===== src/rtl/instr_pkg.sv =====
// rtl/instr_pkg.sv - shared opcode constants and loader state encoding
//
// Purpose: opcode values shared by the instruction memory, control unit and
// loader, plus the loader's state enum.
// Ports: none (package).
package instr_pkg;

  // Opcode constants; the loader only needs the endpoints of the list.
  localparam int LDACI = 0;
  localparam int NOP   = 34;

  typedef enum logic [2:0] {
    ST_IDLE,
    ST_LO,
    ST_HI,
    ST_WRITE,
    ST_FIN
  } load_state_e;

endpackage


===== src/rtl/instr_loader.sv =====
// rtl/instr_loader.sv - byte-stream program loader into 16-bit instruction memory
//
// Purpose: packs a valid/ready byte stream little-endian into 2-byte words and
// writes them to instruction memory at addresses stepping by 2, holding the
// core off the memory while loading.
// Ports:
//   clk, rst_n            clock, asynchronous active-low reset
//   start                 begin a load (ignored unless idle)
//   base_addr, length     first write address and byte count, sampled on start
//   in_data/in_valid      stream byte and its valid
//   in_ready              loader accepts a byte this cycle
//   we, w_addr, w_instr   memory write strobe, address, {high, low} word
//   core_hold             loader busy
//   done, err             one-cycle completion pulse, length error with done
module instr_loader
  import instr_pkg::*;
#(
  parameter int                    DATA_WIDTH = 8,
  parameter int                    ADDR_WIDTH = 8,
  parameter logic [DATA_WIDTH-1:0] PAD_BYTE   = DATA_WIDTH'(NOP)
) (
  input  logic                    clk,
  input  logic                    rst_n,
  input  logic                    start,
  input  logic [ADDR_WIDTH-1:0]   base_addr,
  input  logic [ADDR_WIDTH:0]     length,
  input  logic [DATA_WIDTH-1:0]   in_data,
  input  logic                    in_valid,
  output logic                    in_ready,
  output logic                    we,
  output logic [ADDR_WIDTH-1:0]   w_addr,
  output logic [2*DATA_WIDTH-1:0] w_instr,
  output logic                    core_hold,
  output logic                    done,
  output logic                    err
);

  localparam logic [ADDR_WIDTH:0] MAX_LEN = {1'b1, {ADDR_WIDTH{1'b0}}};
  localparam logic [ADDR_WIDTH:0] REM_ONE = (ADDR_WIDTH+1)'(1);
  localparam logic [ADDR_WIDTH:0] REM_TWO = (ADDR_WIDTH+1)'(2);

  load_state_e             state;
  load_state_e             state_nxt;
  logic [ADDR_WIDTH-1:0]   addr_cnt;
  logic [ADDR_WIDTH:0]     rem_cnt;
  logic [DATA_WIDTH-1:0]   lo_byte;
  logic                    err_flag;

  always_comb begin
    state_nxt = state;
    in_ready  = 1'b0;
    we        = 1'b0;
    done      = 1'b0;
    err       = 1'b0;
    core_hold = (state != ST_IDLE);
    case (state)
      ST_IDLE: begin
        if (start) begin
          if (length == '0 || length > MAX_LEN) state_nxt = ST_FIN;
          else                                  state_nxt = ST_LO;
        end
      end
      ST_LO: begin
        in_ready = 1'b1;
        if (in_valid) state_nxt = (rem_cnt == REM_ONE) ? ST_WRITE : ST_HI;
      end
      ST_HI: begin
        in_ready = 1'b1;
        if (in_valid) state_nxt = ST_WRITE;
      end
      ST_WRITE: begin
        we        = 1'b1;
        // At most two bytes remain means this write finishes the load.
        state_nxt = (rem_cnt <= REM_TWO) ? ST_FIN : ST_LO;
      end
      ST_FIN: begin
        done      = 1'b1;
        err       = err_flag;
        state_nxt = ST_IDLE;
      end
      default: state_nxt = ST_IDLE;
    endcase
  end

  always_ff @(posedge clk or negedge rst_n) begin
    if (!rst_n) begin
      state    <= ST_IDLE;
      addr_cnt <= '0;
      rem_cnt  <= '0;
      lo_byte  <= '0;
      err_flag <= 1'b0;
      w_addr   <= '0;
      w_instr  <= '0;
    end else begin
      state <= state_nxt;
      case (state)
        ST_IDLE: begin
          if (start) begin
            addr_cnt <= base_addr;
            rem_cnt  <= length;
            err_flag <= (length > MAX_LEN);
          end
        end
        ST_LO: begin
          if (in_valid) begin
            lo_byte <= in_data;
            // Odd tail: the word is complete now, padded with PAD_BYTE.
            if (rem_cnt == REM_ONE) begin
              w_instr <= {PAD_BYTE, in_data};
              w_addr  <= addr_cnt;
            end
          end
        end
        ST_HI: begin
          if (in_valid) begin
            w_instr <= {in_data, lo_byte};
            w_addr  <= addr_cnt;
          end
        end
        ST_WRITE: begin
          addr_cnt <= addr_cnt + ADDR_WIDTH'(2);
          rem_cnt  <= (rem_cnt <= REM_TWO) ? '0 : rem_cnt - REM_TWO;
        end
        ST_FIN: begin
          err_flag <= 1'b0;
        end
        default: ;
      endcase
    end
  end

endmodule


===== config.mk =====
export PLATFORM = sky130hd
export DESIGN_NAME = instr_loader
export DESIGN_NICKNAME = d
export VERILOG_FILES = /design/src/rtl/instr_pkg.sv /design/src/rtl/instr_loader.sv
export SDC_FILE = /design/constraint.sdc
export NUM_CORES = 1
export LEC_CHECK = 0
export BUFFER_PORTS_ARGS = -buffer_cell sky130_fd_sc_hd__buf_2
export CAP_MARGIN = 0
export CORE_AREA = 2 2 77 79
export CTS_CLUSTER_DIAMETER = 200
export CTS_CLUSTER_SIZE = 16
export DETAILED_ROUTE_END_ITERATION = 10
export DIE_AREA = 0 0 79 81
export GPL_TIMING_DRIVEN = 0
export PLACE_DENSITY = 0.76
export SLEW_MARGIN = 20
export SYNTH_ARGS = -nofsm -noshare
export SYNTH_HDL_FRONTEND = slang
export SYNTH_SLANG_ARGS = --single-unit

===== constraint.sdc =====
create_clock -name clk -period 2 [get_ports clk]
set_input_delay 0 -clock clk [delete_from_list [all_inputs] [get_ports clk]]
set_output_delay 0 -clock clk [all_outputs]
set_load 0.01 [all_outputs]

Yosys cells after proc, flatten, opt, wreduce, memory -nomap -nowiden

Cells that the tools add are included.

Order comparisons: 2
Reduce and logical (&&, ||, !) cells: 13
Mux-type cells: 26
Equal/unequal tests: 9
Add/subtract/negate cells: 2

Operators by type and width:

| cell                  | number |
|---|---|
| $mux W16              | 3 |
| $mux W8               | 4 |
| $pmux W16 S2          | 1 |
| $pmux W8 S2           | 2 |
| $mux W9               | 2 |
| $pmux W9 S2           | 1 |
| $mux W3               | 5 |
| $pmux W3 S4           | 1 |
| $eq A9 B1 Y1 const B  | 1 |
| $gt A9 B9 Y1 const B  | 1 |
| $le A9 B2 Y1 const B  | 1 |
| $logic_not A9 Y1      | 1 |
| $sub A9 B2 Y9 const B | 1 |
| $add A8 B2 Y8 const B | 1 |
| $ne A2 B2 Y1 const B  | 4 |
| $eq A3 B2 Y1 const B  | 2 |
| $mux W1               | 6 |
| $reduce_and A2 Y1     | 3 |
| $reduce_bool A2 Y1    | 3 |
| $reduce_and A4 Y1     | 1 |
| $eq A3 B1 Y1 const B  | 1 |
| $eq A3 B3 Y1 const B  | 1 |
| $logic_not A3 Y1      | 1 |
| $reduce_and A3 Y1     | 1 |
| other kinds (4)       | 4 |

Register bits: 53
Input bits: 29
Output and inout port bits: 29
Logic and storage cells: 59

Longest topological paths before layout

Gate-level depths: netlist of run 1.

Depth after elaboration: 5
Mapped depth: 7
Depth with buffers taken out: 6

Worst setup path before layout of run 1

Ideal clock, no wire load.

Path type: register -> register
Start point: register rem_cnt[3]
End point: register w_addr[0]
Stages on the path, launching flop included: 7
Library setup time: 0.125 ns
Data arrival time: 1.747 ns
Clock period less this slack: 1.872 ns
Required time: 1.875 ns
Path slack: 0.128 ns
Path through: dfrtp_1 > or3_1 > buf_2 > nor4_4 > o21ai_2 > buf_6 > mux2_4

Word-level cells in the longest chain between the ends: 3

Ends and longest elaborated chain:

| item                               | line                | text |
|---|---|---|
| start: declaration                 | instr_loader.sv:45  | `logic [ADDR_WIDTH:0] rem_cnt;` |
| start signal: assignment           | instr_loader.sv:100 | `rem_cnt <= length;` |
| start signal: assignment           | instr_loader.sv:122 | `rem_cnt <= (rem_cnt <= REM_TWO) ? '0 : rem_cnt - REM_TWO;` |
| $eq A9 B1 Y1                       | instr_loader.sv:108 | `if (rem_cnt == REM_ONE) begin` |
| $ne A2 B2 Y1 (no source line)      | -                   |  |
| $reduce_and A4 Y1 (no source line) | -                   |  |
| end signal: assignment             | instr_loader.sv:110 | `w_addr <= addr_cnt;` |
| end signal: assignment             | instr_loader.sv:117 | `w_addr <= addr_cnt;` |
| end: declaration                   | instr_loader.sv:31  | `output logic [ADDR_WIDTH-1:0] w_addr,` |

No other way between the ends.
A chain may end at the register's enable or synchronous reset.

Final worst setup path of run 1

Start point: register rem_cnt[3]
End point: register w_addr[1]

The elaborated chain is that of the path after synthesis.

==> results of run 1 <==
## where the power goes
group          leakage [nW]  internal (mW)  switching, mW  total (mW)
clock network        0.0542          0.314          0.344       0.657
registers             0.635           1.60          0.394        1.99
logic                 0.909           1.21           1.13        2.34
## worst max-delay path, stage by stage, from the launching register on
cell and delay, ns:
dfrtp_1 0.41, or3_1 0.41, buf_6 0.15, nor4_4 0.33
o21ai_4 0.12, buf_12 0.17, mux2_4 0.29
## Yosys cell counts (2+ instances only)
cell type / count
buf_2: 4
o221a_2: 2
a211oi_1: 4
mux2_2: 20
nand2_1: 11
nor3_1: 5
inv_1: 7
and2_1: 3
o22ai_1: 2
nor4_1: 3
nand3_1: 6
a22o_1: 7
o21ai_0: 8
nor2_1: 16
nand4_1: 2
mux2_4: 12
nand2b_1: 2
a2bb2oi_1: 2
o311ai_0: 2
dfrtp_1: 53
a22oi_1: 5
a21oi_1: 7
or3_1: 2
clkbuf_1: 4
xnor2_1: 4
buf_6: 2
ha_1: 3
## layout make-up
class / count / share of cell area
sequential: 53 / 0.3869
multi-input combinational: 149 / 0.3507
timing repair buffer: 90 / 0.1752
clock buffer: 7 / 0.02810
tap: 75 / 0.02737
buffer: 11 / 0.02263
inverter: 7 / 0.007664
clock inverter: 1 / 0.001460
## routing by layer
layer | part of all wire | routed length [µm] | up-vias | track usage
met5 | 0 | 0 | - | 0
met4 | 0.0080 | 48 | 0 | 0.05345
met3 | 0.048 | 288 | 9 | 0.04333
met2 | 0.49 | 2956 | 63 | 0.3229
met1 | 0.45 | 2697 | 1037 | 0.2527
li1 | - | - | 1009 | -
## repair_timing
| action | CTS | global route |
|---|---|---|
| pin swaps | 0 | 1 |
| gates resized for setup | 4 | 5 |
| setup endpoints to repair | 28 | 15 |
| endpoints found under the hold margin | 86 | 0 |
| hold buffers | 26 | 0 |
| setup buffers | 2 | 5 |
## logic make-up after synthesis
logic type | Yosys count | synth area share
XOR/XNOR | 4 | 0.01349
flip-flops | 53 | 0.5108
AND/OR/NAND/NOR | 62 | 0.1369
AO/OA/AOI/OAI | 48 | 0.1345
adder cells (fa/ha/maj) | 3 | 0.01446
multiplexers | 32 | 0.1561
buffers and inverters | 18 | 0.03373
## final timing paths
kind	start	endpoint	slack (ns)	depth (start not counted)
max reg2reg	rem_cnt[3]$_DFFE_PN0P_	w_addr[1]$_DFFE_PN0P_	-0.006	6
min reg2reg	addr_cnt[0]$_DFFE_PN0P_	addr_cnt[0]$_DFFE_PN0P_	0.49	2
max	rem_cnt[3]$_DFFE_PN0P_	w_addr[1]$_DFFE_PN0P_	-0.006	6
min	in_valid	state[2]$_DFFE_PN0P_	0.08	3
max in group asynchronous	rst_n	rem_cnt[3]$_DFFE_PN0P_	1.28	2
min in group asynchronous	rst_n	lo_byte[0]$_DFFE_PN0P_	0.26	2
## flip-flops by register name (all words and copies together), names as in the netlist
| name | count |
|---|---|
| state | 3 |
| rem_cnt | 9 |
| err_flag | 1 |
| w_addr | 8 |
| addr_cnt | 8 |
| w_instr | 16 |
| lo_byte | 8 |
==> run_results.csv, run 1 <==
group,metric,value,unit
sta,max_slew.worst_pin.slew,0.6734,ns
sta,fin_crit,2.006,ns
routing,wl,5.991,mm
floorplan,core_area,5675,µm²
sta,rsz0062_at_grt,"yes",
global_route,grt_start_max_net_pins,54,
synth,ys_seq_area_frac,0.5108,
synth,synth_cell_types,49,
finish,multi_input_area,1202,µm²
synth,ys_top_cells_by_area,"dfrtp_1, mux2_2, mux2_4",
setup_path,cp_data_required_time,2.19,ns
routing,drtPass1Iterations,4,
synth,syn_area_per_cell,11.80,µm²
clock_tree,tritoncts,"done",
placement,io_buffers,57,
min_path,hp-class,"in -> reg",
global_route,gr-total-overflow,0,
global_route,grt_pass1_vias,2059,
synth,yosysWarnings,0,
pwr,power.static_leakage,1.599,nW
clock_tree,clock-root-buffer,"clkbuf_8",
routing,drt_first_iter_violations,140,
clock_tree,clk_path_buf_depth,2,
placement,dp_cells,352,
sta,setup_viol,6,
synth,synth_seq_cells,53,
finish,areaGrowthSynthToFinish,32.05,%
synth,syn_area,2596,µm²
setup_path,worstPathMaxFanout,10,
routing,wl_per_cell,15.24,µm
floorplan,dieArea,6399,µm²
clock_tree,clock_latency,0.30,ns
finish,fin_nets,349,
floorplan,ios,58,
finish,stdcell_count,393,
placement,dp_slack,-0.1795,ns
synth,synth_ff_type,"dfrtp_1",
status,violations,"negative setup slack",
synth,syn_nets,252,
global_route,grt_antenna_before_repair,0,
routing,vias,2118,
global_route,grt_first_pass_wirelength,9.646,mm
clock_tree,clkTransAtPathRegs,0.09,ns
status,outcome,"finished with violations",
setup_path,cp-end-kind,"register",
clock_tree,cts_made_buffers,5,
placement,routabilityCongestion,0.7724,
finish,antenna_cells,0,
placement,dp_hpwl,4.038,mm
finish,fillCellCount,484,
finish,utilization,0.6041,
sta,max_freq,498.6,MHz
synth,yosysTopAreaCell,"dfrtp_1",
synth,synth_edf_count,0,
clock_tree,numClockSinks,53,
setup_path,worst_ep_arrival_time,2.20,ns
sta,final_max_slew_viol_count,0,
finish,layout_commonest_cell,"buf_2",
synth,async_reset_ff_frac,1.000,
routing,ant_nets,0,
setup_path,critPathKind,"reg -> reg",
clock_tree,ctsHtreeMaxLevel,2,
sta,finalCritPeriodShare,1.003,
pwr,power,4.982,mW
finish,final-seq-area,1326,µm²
floorplan,die_h,81,µm
finish,final_area,3428,µm²
floorplan,die_w,79,µm
sta,hold_slack,0.07693,ns
synth,synth_top_area_frac,0.5108,
finish,layout_common_cells,"buf_2, dfrtp_1, dlygate4sd3_1",
sta,layout_setup_ws,-0.005625,ns
sta,skew,0.003972,ns
pwr,peakVddDrop,0.0007056,V
floorplan,start_util,0.4575,
run,drv_cap,0,
finish,drive_gt1_frac,0.3805,
routing,viasPerCell,5.389,
sta,max_slew_margin,0.5511,
floorplan,row_count,28,
pwr,power_density,1453,nW/µm²
placement,dpl_cell_area,2978,µm²
sta,finalHoldViolCount,0,
setup_path,crit_path_start_kind,"register",
sta,fin_setup_tns,-0.01817,ns
global_route,grt.total_usage,0.1925,
routing,drc,0,
synth,netlist_instances,220,
No activity file was read; power rests on OpenSTA's default activity.
==> inputs of run 2 (changes only) <==
BUFFER_PORTS_ARGS = -buffer_cell sky130_fd_sc_hd__clkbuf_2   (was -buffer_cell sky130_fd_sc_hd__buf_2)
PLACE_DENSITY = 0.85   (was 0.76)
==> run_results.csv, run 2 (synthesized netlist as in run 1, its figures left out) <==
group,metric,value,unit
sta,skew,0.01173,ns
routing,wl_met2,2.933,mm
setup_path,cp_data_required_time,2.19,ns
setup_path,crit_buf_inv,1,
setup_path,r2r_slack,0.03,ns
finish,top_regs,"w_instr: 16 flops, rem_cnt: 9 flops",
clock_tree,numClockSinks,53,
routing,viasPerCell,5.452,
setup_path,path_delay_family,"simple AND/OR/NAND/NOR gates",
clock_tree,ctsHtreeMaxLevel,2,
clock_tree,clk_path_buf_depth,2,
finish,stdcell_count,389,
routing,ant_nets,0,
finish,largest_reg_flops,16,
placement,routabilityCongestion,0.8209,
placement,io_buffers,57,
finish,drive_gt1_frac,0.3885,
min_path,holdPathEnd,"rem_cnt[1]$_DFFE_PN0P_",
routing,drt_first_iter_violations,154,
global_route,grt_antenna_before_repair,0,
sta,fin_crit,1.966,ns
setup_path,crit_path_start_kind,"register",
global_route,gr-total-overflow,0,
setup_path,r2r-end,"w_instr[4]$_DFFE_PN0P_",
routing,drt-met1-wl,2.651,mm
setup_path,worstPathMaxFanout,5,
run,drv_cap,0,
finish,areaGrowthSynthToFinish,32.14,%
finish,antenna_cells,0,
sta,final_max_slew_viol_count,0,
min_path,hp-class,"in -> reg",
setup_path,path_cells,"or4_4 -> nor4_4 -> o21ai_4 -> clkbuf_16 -> mux2_4",
floorplan,row_count,28,
routing,wl_per_cell,15.35,µm
sta,rsz0062_at_grt,"yes",
routing,highest_layer,"met4",
sta,max_slew_margin,0.5193,
finish,fin_nets,346,
pwr,power_density,1474,nW/µm²
status,outcome,"complete, no violations",
setup_path,critPathKind,"reg -> reg",
floorplan,start_util,0.4575,
clock_tree,clock_latency,0.31,ns
floorplan,dieArea,6399,µm²
floorplan,die_h,81,µm
finish,top_register,"w_instr",
routing,wl,5.971,mm
setup_path,cp-end-kind,"register",
finish,final-seq-area,1328,µm²
pwr,peakVddDrop,0.0008832,V
finish,fillCellCount,493,
global_route,grt_first_pass_wirelength,9.604,mm
setup_path,crit_path_top_delay_cell,"or4_4",
setup_path,r2r_cells,5,
sta,setup_viol,0,
routing,wl_met3,283,µm
floorplan,core_area,5675,µm²
floorplan,die_w,79,µm
clock_tree,cts_made_buffers,5,
clock_tree,tritoncts,"done",
setup_path,reg2reg_from,"rem_cnt[7]$_DFFE_PN0P_",
finish,layout_commonest_cell,"clkbuf_2",
setup_path,worst_ep_arrival_time,2.16,ns
clock_tree,clkTransAtPathRegs,0.10,ns
sta,finalCritPeriodShare,0.9832,
routing,drtPass1Iterations,4,
min_path,worstHoldStart,"length[1]",
pwr,power.static_leakage,1.603,nW
min_path,hold_path_depth,3,
global_route,grt_start_max_net_pins,54,
finish,layout_common_cells,"clkbuf_2, dfrtp_1, dlygate4sd3_1",
global_route,grt_pass1_vias,1984,
floorplan,ios,58,
clock_tree,clock-root-buffer,"clkbuf_8",
placement,dp_slack,-0.1807,ns
routing,drc,0,
sta,max_freq,508.6,MHz
setup_path,max_stage_delay,0.58,ns
sta,max_slew.worst_pin.slew,0.7210,ns
sta,fin_setup_tns,0,ns
placement,dp_hpwl,3.886,mm
global_route,grt.total_usage,0.1917,
placement,dp_cells,352,
routing,vias,2121,
sta,layout_setup_ws,0.03363,ns
sta,hold_slack,0.001856,ns
sta,finalHoldViolCount,0,
finish,multi_input_area,1207,µm²
## run 2: cell count changes in the layout (fill, tap and decap cells not counted), sizes merged
cell         before  now
bufinv            0    1
clkbuf           11   66
buf              71   13
dlygate4sd3      26   24
## run 2: cell type report
cell class              instances  area share
multi-input cells             149      0.3519
clock inverters                 2     0.01021
plain buffers                   9     0.01933
inverters                       7    0.007659
clock buffers                   5     0.02006
well taps                      75     0.02735
flip-flops and latches         53      0.3869
repair buffers                 89      0.1765
## run 2: power by group
group | total (mW) | switching [mW] | internal (mW)
Sequential | 1.99 | 0.394 | 1.60
Combinational | 2.36 | 1.15 | 1.21
Clock | 0.708 | 0.344 | 0.364
Total | 5.06 | 1.88 | 3.17
## run 2: tightest hold or removal path: cells and delay by family
kind	cells	cell delay, ns
AOI/OAI and AO/OA	2	0.17
buffers and inverters	1	0.09
## run 2: worst max-delay path by stage
stage	endpoint	depth (start not counted)	slack (ns)	start
2_1_floorplan	w_addr[0]$_DFFE_PN0P_	6	0.13	rem_cnt[3]$_DFFE_PN0P_
3_3_place_gp	rem_cnt[3]$_DFFE_PN0P_	5	-0.10	state[2]$_DFFE_PN0P_
3_5_place_dp	rem_cnt[3]$_DFFE_PN0P_	5	-0.18	state[2]$_DFFE_PN0P_
4_1_cts	rem_cnt[6]$_DFFE_PN0P_	4	0.0007	rem_cnt[7]$_DFFE_PN0P_
5_1_grt	w_instr[2]$_DFFE_PN0P_	5	-0.03	rem_cnt[7]$_DFFE_PN0P_
6_report	w_instr[4]$_DFFE_PN0P_	5	0.03	rem_cnt[7]$_DFFE_PN0P_
## run 2: what timing repair did
item,in CTS,in global routing
gates resized for setup,7,4
pin swaps,0,2
hold buffers,24,0
hold endpoints to repair,84,0
cloned,0,1
setup endpoints to repair,33,25
setup buffers,2,5
## run 2: metrics by stage
step           cell area, µm²  power, mW  utilization
6_report                 3431      5.057       0.6045
5_1_grt                  3431      5.431       0.6045
4_1_cts                  3369      4.972       0.5937
3_5_place_dp             2978      4.159       0.5247
3_3_place_gp             2975      4.076       0.5243
2_1_floorplan            2596      3.480            -
## run 2: layer usage
| layer | track usage | vias to the layer above |
|---|---|---|
| li1 | - | 1004 |
| met1 | 0.2561 | 1017 |
| met2 | 0.3237 | 85 |
| met3 | 0.03333 | 15 |
| met4 | 0.05345 | 0 |
| met5 | 0 | - |
